<file path="src/rtl/mc_fifo_drain.sv">
`default_nettype none
// ============================================================================
// Module      : mc_fifo_drain
// Description : Pops flits from one multicast sub-FIFO and replicates each flit
//               to the NPORT outputs named in its destination mask.
// Revision    : 1.0 - initial release
// ============================================================================
module mc_fifo_drain #(
    parameter int DATASIZE = 30,
    parameter int NPORT    = 4
) (
    input  logic                fifo_clk,
    input  logic                rst,
    input  logic [DATASIZE-1:0] fifo_rdata,
    input  logic                fifo_empty_n,
    output logic                fifo_rd_en,
    output logic [DATASIZE-1:0] out_data,
    output logic [NPORT-1:0]    out_valid,
    input  logic [NPORT-1:0]    out_ready,
    output logic                pkt_active,
    output logic                err_nodest,
    output logic                err_proto
);

    localparam logic [0:0] S_IDLE = 1'b0;
    localparam logic [0:0] S_SEND = 1'b1;

    localparam logic [1:0] c_TYPE_BODY   = 2'b00;
    localparam logic [1:0] c_TYPE_HEAD   = 2'b01;
    localparam logic [1:0] c_TYPE_TAIL   = 2'b10;
    localparam logic [1:0] c_TYPE_SINGLE = 2'b11;

    logic [0:0]          r_state;
    logic [NPORT-1:0]    r_pending;
    logic [NPORT-1:0]    r_pkt_mask;
    logic                r_pkt_active;
    logic [DATASIZE-1:0] r_data;
    logic                r_err_nodest;
    logic                r_err_proto;

    logic [1:0]          w_type;
    logic [NPORT-1:0]    w_field;
    logic [NPORT-1:0]    w_remain;
    logic                w_load;
    logic                w_is_head;
    logic                w_drop_nodest;
    logic                w_drop_proto;
    logic                w_reopen;
    logic [NPORT-1:0]    w_next_mask;

    always_comb begin
        w_type        = fifo_rdata[DATASIZE-1 -: 2];
        w_field       = fifo_rdata[DATASIZE-3 -: NPORT];
        w_remain      = r_pending & ~out_ready;
        w_load        = ~rst & fifo_empty_n &
                        ((r_state == S_IDLE) || ((r_state == S_SEND) && (w_remain == '0)));
        w_is_head     = (w_type == c_TYPE_HEAD) || (w_type == c_TYPE_SINGLE);
        w_drop_nodest = w_is_head && (w_field == '0);
        w_drop_proto  = !w_is_head && !r_pkt_active;
        // A fresh head arriving inside an open packet is taken, but flagged.
        w_reopen      = w_is_head && !w_drop_nodest && r_pkt_active;
        w_next_mask   = '0;
        if (!w_drop_nodest && !w_drop_proto) begin
            w_next_mask = w_is_head ? w_field : r_pkt_mask;
        end
    end

    always_ff @(posedge fifo_clk) begin
        if (rst) begin
            r_state      <= S_IDLE;
            r_pending    <= '0;
            r_pkt_mask   <= '0;
            r_pkt_active <= 1'b0;
            r_data       <= '0;
            r_err_nodest <= 1'b0;
            r_err_proto  <= 1'b0;
        end else begin
            r_err_nodest <= 1'b0;
            r_err_proto  <= 1'b0;
            if (w_load) begin
                r_data       <= fifo_rdata;
                r_pending    <= w_next_mask;
                r_state      <= (w_next_mask != '0) ? S_SEND : S_IDLE;
                r_err_nodest <= w_drop_nodest;
                r_err_proto  <= w_drop_proto | w_reopen;
                if (!w_drop_nodest && !w_drop_proto) begin
                    case (w_type)
                        c_TYPE_HEAD: begin
                            r_pkt_mask   <= w_field;
                            r_pkt_active <= 1'b1;
                        end
                        c_TYPE_SINGLE,
                        c_TYPE_TAIL:  r_pkt_active <= 1'b0;
                        c_TYPE_BODY:  r_pkt_active <= r_pkt_active;
                        default:      r_pkt_active <= r_pkt_active;
                    endcase
                end
            end else if (r_state == S_SEND) begin
                r_pending <= w_remain;
                if (w_remain == '0) begin
                    r_state <= S_IDLE;
                end
            end
        end
    end

    assign fifo_rd_en = w_load;
    assign out_data   = r_data;
    assign out_valid  = r_pending;
    assign pkt_active = r_pkt_active;
    assign err_nodest = r_err_nodest;
    assign err_proto  = r_err_proto;

endmodule
`default_nettype wire

</file>
<file path="config.mk">
export PLATFORM = sky130hd
export DESIGN_NAME = mc_fifo_drain
export DESIGN_NICKNAME = d
export VERILOG_FILES = /design/src/rtl/mc_fifo_drain.sv
export SDC_FILE = /design/constraint.sdc
export NUM_CORES = 1
export LEC_CHECK = 0
export ABC_AREA = 0
export CAP_MARGIN = 10
export CORE_ASPECT_RATIO = 0.5
export CORE_MARGIN = 2
export CORE_UTILIZATION = 42
export CTS_BUF_LIST = sky130_fd_sc_hd__clkbuf_16
export DETAILED_ROUTE_END_ITERATION = 8
export PLACE_DENSITY = 0.8
export SLEW_MARGIN = 20
export SYNTH_ARGS = -nofsm -noshare
export SYNTH_HDL_FRONTEND = slang
export SYNTH_SLANG_ARGS = --single-unit
export TNS_END_PERCENT = 5
</file>
<file path="constraint.sdc">
create_clock -name fifo_clk -period 2.3 [get_ports fifo_clk]
set_input_delay 0.23 -clock fifo_clk [delete_from_list [all_inputs] [get_ports fifo_clk]]
set_output_delay 0.23 -clock fifo_clk [all_outputs]
set_load 0.03 [all_outputs]
</file>
==> metrics.yaml, run 1 <==
routing:
  drc: 0
  vias: 1432
  first_pass_iters: 4
  met2WireLength_um: 2050
  wl_met3_um: 179
  met1_length_um: 1720
  top_layer: "met3"
  vias_per_cell: 4.92
  routed_wl_um: 3960
  ant_nets: 0
  wl_per_cell_um: 13.6
  drt_iter0_markers: 32
power:
  combPwrFrac_pct: 20.2
  vdd.ir_drop.worst_mv: 0.379
  p_clk_share_pct: 35.7
  switching_share_pct: 25.4
  leakage_nw: 1.08
  powerDensity_nw_per_um2: 675
  power.sequential.fraction_pct: 44.1
  p_int_mw: 1.36
  power.switching_uw: 461
layout:
  finalNetCount: 274
  layout-drive-gt1-share_pct: 8.86
  area_growth_pct: 52.1
  diodes: 0
  final_util_pct: 67.9
  postLayoutCellArea_um2: 2690
grt:
  track_usage_pct: 17.8
  grt_max_degree: 41
  grt_pass1_vias: 1469
  antenna_found_initial: 0
  grt_overflow: 0
  grt_pass1_wl_um: 6550
place:
  gp_congestion: 0.850
  dpl_worst_slack_ns: 0.175
  hpwl_um: 2910
  placed_area_um2: 2560
  io_buffers: 74
die:
  start_util_pct: 44.6
  die_x_um: 95.8
  ios: 75
  rows: 16
  dieArea_um2: 4780
  die_h_um: 49.9
  core_um2: 3960
cts:
  tritoncts: "done"
  cts_hold_buf: 0
  h-tree-depth: 2
  worstSkewPairLatency_ns: 0.28
  cts_resized: 0
  root_buffer: "clkbuf_16"
  cts_buffer_depth: 2
  cts_setup_buffers: 0
  cts-buffers-inserted: 5
  cts.sinks: 42
  cts.reportedPaths.clkPinSlew_ns: 0.06
worst_setup_path:
  worst_ep_arrival_time_ns: 1.89
  critPathMaxStageDelay_ns: 0.50
  rrSetupSlack_ns: 0.49
  cp_num_cells: 7
  critPathSlowestCell: "o41ai_4"
  cpMostUsedCell: "buf_4"
  crit_type: "in2out"
  start_kind: "input port"
  path_delay_family: "buffers and inverters"
  required_ns: 2.07
  cp_num_buf_inv: 4
  reg2reg_from: "out_valid[3]"
  path_cells: "clkdlybuf4s50_1, nor2b_1, o41ai_4, nand2_2, buf_4, inv_1, buf_4"
  r2r_cells: 5
  worst_setup_path_end_kind: "output port"
  path_max_fanout: 32
  timing.rr.end: "out_data[12]"
sta:
  rsz0062_at_grt: "no"
  drv_slew: 0
  period_share_pct: 92.3
  hold_viol: 0
  max_freq_mhz: 471
  setup_violations: 0
  relSlewSlack_pct: 66.8
  fin_skew_ns: 0.00546
  fin_setup_tns_ns: 0
  timing.final.crit_period_ns: 2.12
  setup_slack_ns: 0.178
  worst_pin_slew_ns: 0.493
min_path:
  holdCritStartpoint: "out_data[28]"
  min_to: "out_data[28]"
  hold_path.class: "reg2reg"
  hold_depth: 2
logic_synthesis:
  postSynthCellCount: 162
  avgSynthCellArea_um2: 10.9
  synth_cell_types: 26
  syn_nets: 199
  synth_seq_area_share_pct: 47.5
  ys_ff_latch: 42
  syn_area_um2: 1770
  yosysWarningCount: 0
job:
  max-cap-violations: 0
run_status:
  status: "complete, no violations"
-- state kept, by name, indices dropped and copies added (netlist names) --
register	count
err_proto	1
out_data	30
err_nodest	1
out_valid	4
pkt_active	1
r_state	1
r_pkt_mask	4
-- layout make-up --
type                            instances  area [um2]
Clock inverter                          2        10.0
Clock buffer                            5         125
Tap cell                               54        67.6
Multi-Input combinational cell        110         887
Sequential cell                        42         841
Fill cell                             327        1270
Inverter                                2        7.51
Timing Repair Buffer                   76         753
-- per-layer routing --
layer / vias up / GRT usage, %
met5: - / 0
met4: 0 / 5.95
met3: 0 / 5.81
met2: 32 / 31.8
met1: 687 / 19.8
li1: 713 / -
-- stage by stage --
| stage | instances | hold slack (ns) | power (mW) |
|---|---|---|---|
| floorplan | 162 | 0.355 | 1.01 |
| global placement | 284 | 0.471 | 1.18 |
| detailed placement | 284 | 0.476 | 1.18 |
| CTS | 291 | 0.484 | 1.84 |
| global route | 291 | 0.520 | 1.91 |
| finish | 291 | 0.483 | 1.82 |
-- cell usage in the layout (no fill, tap or decap), types with 5 or more instances in the layout --
cell / n
mux2_1: 27
dfxtp_1: 42
clkbuf_16: 5
nand2_1: 5
clkdlybuf4s50_1: 73
nor2b_1: 39
mux2_2: 6
-- cell usage after synthesis --
| master | instances | share of area [%] |
|---|---|---|
| dfxtp_1 | 42 | 48 |
| nor2b_1 | 39 | 14 |
| mux2_1 | 27 | 17 |
| mux2_2 | 6 | 3.8 |
| clkbuf_1 | 5 | 1.1 |
| nand2_1 | 5 | 1.1 |
| a21oi_1 | 4 | 1.1 |
| mux2i_1 | 4 | 2.3 |
| nor2_1 | 4 | 0.85 |
| nor4_1 | 4 | 1.4 |
| a31o_2 | 3 | 1.5 |
| buf_2 | 3 | 0.85 |
| inv_1 | 2 | 0.42 |
| nand4b_1 | 2 | 0.99 |
| a21o_1 | 1 | 0.42 |
| a311o_1 | 1 | 0.57 |
| a32o_1 | 1 | 0.57 |
| nand2_2 | 1 | 0.35 |
| nand2b_1 | 1 | 0.35 |
| nand3_1 | 1 | 0.28 |
| nand4_1 | 1 | 0.35 |
| nor3_1 | 1 | 0.28 |
| o21ai_0 | 1 | 0.28 |
| o311ai_0 | 1 | 0.50 |
| o41a_1 | 1 | 0.64 |
| o41ai_4 | 1 | 1.6 |
-- power by group through the flow --
stage / combinational [mW] / sequential [mW] / clock, mW
after global routing: 0.389 / 0.807 / 0.709
after floorplan: 0.104 / 0.904 / 0
after CTS: 0.370 / 0.801 / 0.668
after detailed placement: 0.368 / 0.817 / 0
after global placement: 0.363 / 0.815 / 0
final: 0.367 / 0.801 / 0.649
-- worst register-to-register path: stages (launching register included) --
cell and delay (ns):
dfxtp_1 0.32, nor2b_1 0.16, o41ai_4 0.50, nand2_2 0.09
buf_4 0.28, mux2_1 0.36
-- cells by family (layout without fill, tap and decap cells) --
group           after synthesis  after routing  synth area share [%]
buf+inv                      10             85                  2.33
flops                        42             42                  47.5
mux                          37             37                  23.3
simple gates                 59             59                  19.7
compound gates               14             14                  7.14
-- how the worst max path moves through the flow --
stage	to	slack [ns]	from
2_1_floorplan	fifo_rd_en	0.48	out_valid[3]
3_5_place_dp	r_pkt_mask[2]	0.17	out_ready[3]
4_1_cts	fifo_rd_en	0.16	out_ready[3]
5_1_grt	fifo_rd_en	0.09	out_ready[3]
3_3_place_gp	fifo_rd_en	0.22	out_ready[3]
6_report	fifo_rd_en	0.18	out_ready[3]
No activity file was read; power rests on OpenSTA's default activity.
==> run 2: changes to the inputs <==
Settings changed: ABC_CLOCK_PERIOD_IN_PS set to 1900, CORE_UTILIZATION 42 to 38, PLACE_DENSITY 0.8 to 0.77.
Clock period 2.3 ns to 1.9 ns, I/O delays scaled along.
==> run 2 against run 1 <==
  * Die area grew 9.9%
  * Non-clock buffer count up 13
  * Sequential share of layout area fell by 1.7 points
  * Global-route usage fell by 0.22 points
  * Sequential power rose by 21%
  * Critical path depth fell by 1
  * Highest routed layer is now met4
  * First-iteration DRC count grew 47%
  * Clock skew fell by 0.0019 ns
  * Combinational power is 29% higher
  * Critical endpoint unchanged
==> metrics.yaml, run 2 (synthesized netlist as in run 1, its figures left out) <==
run_status:
  status: "complete, no violations"
cts:
  cts.sinks: 42  # unchanged
  h-tree-depth: 2  # unchanged
  cts_hold_buf: 0  # unchanged
  worstSkewPairLatency_ns: 0.28  # about the same
  cts-buffers-inserted: 5  # unchanged
  tritoncts: "done"
  root_buffer: "clkbuf_16"
  cts_buffer_depth: 2  # unchanged
  cts.reportedPaths.clkPinSlew_ns: 0.06  # about the same
layout:
  final_common_cell: "clkdlybuf4s50_1"
  layout-drive-gt1-share_pct: 13.1  # +4.3 points
  final_cell_mix: "clkdlybuf4s50_1 (73), dfxtp_1 (42), nor2b_1 (39)"
  diodes: 0  # unchanged
  finalNetCount: 287  # +4.7%
  area_growth_pct: 60.8
  fill_cells: 363  # +11%
  largest_register_ffs: 30  # unchanged
worst_setup_path:
  worst_setup_path_end_kind: "output port"
  crit_type: "reg2out"
  worst_ep_arrival_time_ns: 1.64  # -0.25 ns
  start_kind: "register"
  required_ns: 1.71  # -0.36 ns
  path_max_fanout: 7  # -78%
  r2r_cells: 6  # +1
sta:
  timing.hold.ws_ns: 0.493  # +0.00990 ns
  rsz0062_at_grt: "no"
  max_freq_mhz: 547
  drv_slew: 0  # unchanged
  hold_viol: 0  # unchanged
  setup_violations: 0  # unchanged
  period_share_pct: 96.3
  timing.final.crit_period_ns: 1.83
  fin_skew_ns: 0.00360  # -0.00186 ns
  worst_pin_slew_ns: 0.393  # -0.0997 ns
  setup_slack_ns: 0.0711  # -0.107 ns
  relSlewSlack_pct: 73.5  # +6.7 points
place:
  dpl_worst_slack_ns: -0.102  # -0.277 ns
  hpwl_um: 3170  # +9.1%
  gp_congestion: 0.902  # +6.1%
  io_buffers: 74  # unchanged
routing:
  drt_iter0_markers: 47  # +47%
  routed_wl_um: 4330  # +9.4%
  wl_per_cell_um: 14.1  # +3.3%
  ant_nets: 0  # unchanged
  first_pass_iters: 4  # unchanged
  drc: 0  # unchanged
  vias: 1523  # +6.4%
  vias_per_cell: 4.94  # +0.48%
grt:
  grt_overflow: 0  # unchanged
  grt_pass1_vias: 1501  # +2.2%
  track_usage_pct: 17.5  # -0.22 points
  antenna_found_initial: 0  # unchanged
  grt_pass1_wl_um: 7050  # +7.7%
  grt_max_degree: 41  # unchanged
job:
  max-cap-violations: 0  # unchanged
die:
  die_h_um: 52.3  # +4.7%
  ios: 75  # unchanged
  start_util_pct: 39.8  # -4.8 points
  dieArea_um2: 5250  # +9.9%
  die_x_um: 100  # +4.9%
  core_um2: 4450  # +12%
  rows: 17  # +1
power:
  vdd.ir_drop.worst_mv: 0.543  # +43%
  powerDensity_nw_per_um2: 834  # +24%
  leakage_nw: 1.17  # +8.1%
min_path:
  hold_depth: 2  # unchanged
  hold_path.class: "in2reg"
==> run 2: cell count changes in the layout (fill, tap and decap cells not counted) <==
cell / previous run / this run
buf_4: 3 / 14
inv_1: 2 / 4
clkinv_2: 2 / 0
buf_12: 0 / 2
bufinv_16: 0 / 1
==> run 2: layer usage <==
metal / wire length, um / vias to the layer above / share of wire (%) / track usage (%)
met2: 2360 / 41 / 54 / 31.9
met4: 33 / 0 / 0.76 / 4.79
li1: - / 737 / - / -
met3: 224 / 4 / 5.2 / 6.40
met5: 0 / - / 0 / 0
met1: 1710 / 741 / 40 / 19.7
==> run 2: cell type report <==
class / count / area [um2] / share of cell area, %
clock inverters: 3 / 37.5 / 1.32
clock buffers: 5 / 125 / 4.40
multi-input cells: 110 / 887 / 31.2
inverters: 2 / 7.51 / 0.264
flip-flops and latches: 42 / 841 / 29.6
well taps: 57 / 71.3 / 2.51
repair buffers: 89 / 876 / 30.8
==> run 2: final timing paths <==
path	start	endpoint	slack [ns]
setup / recovery	out_valid[3]	fifo_rd_en	0.07
hold / removal	fifo_rdata[3]	out_data[3]	0.49
setup reg to reg	out_valid[3]	out_data[9]	0.09
hold reg to reg	out_valid[2]	out_valid[2]	0.51
==> run 2: power by group <==
part	total, mW	internal [mW]	switching (mW)	leakage [nW]
Sequential	0.971	0.941	0.0301	0.346
Clock	0.930	0.610	0.320	0.0864
Combinational	0.472	0.247	0.225	0.736
Total	2.37	1.80	0.575	1.17
==> run 2: through the flow <==
| stage | setup TNS (ns) | util (%) | area, um2 | instances | power, mW |
|---|---|---|---|---|---|
| 5_1_grt | 0 | 64.0 | 2850 | 308 | 2.49 |
| 6_report | 0 | 64.0 | 2850 | 308 | 2.37 |
| 4_1_cts | 0 | 63.3 | 2810 | 305 | 2.39 |
| 3_3_place_gp | -0.0699 | 59.4 | 2640 | 296 | 1.44 |
| 2_1_floorplan | 0 | - | 1770 | 162 | 1.22 |
| 3_5_place_dp | -1.94 | 59.4 | 2640 | 296 | 1.45 |
==> run 2: timing repair <==
action,in CTS,in global routing
buffers inserted,1,3
pin swaps,1,1
gates resized for setup,1,2
endpoints found under the setup margin,1,1
==> run 2: critical path, cell delays in order, from the launching register on <==
cell     delay [ns]
dfxtp_1        0.31
nor2b_1        0.16
o41ai_4        0.40
nand2_2        0.14
buf_12         0.16
inv_1          0.04
buf_4          0.15
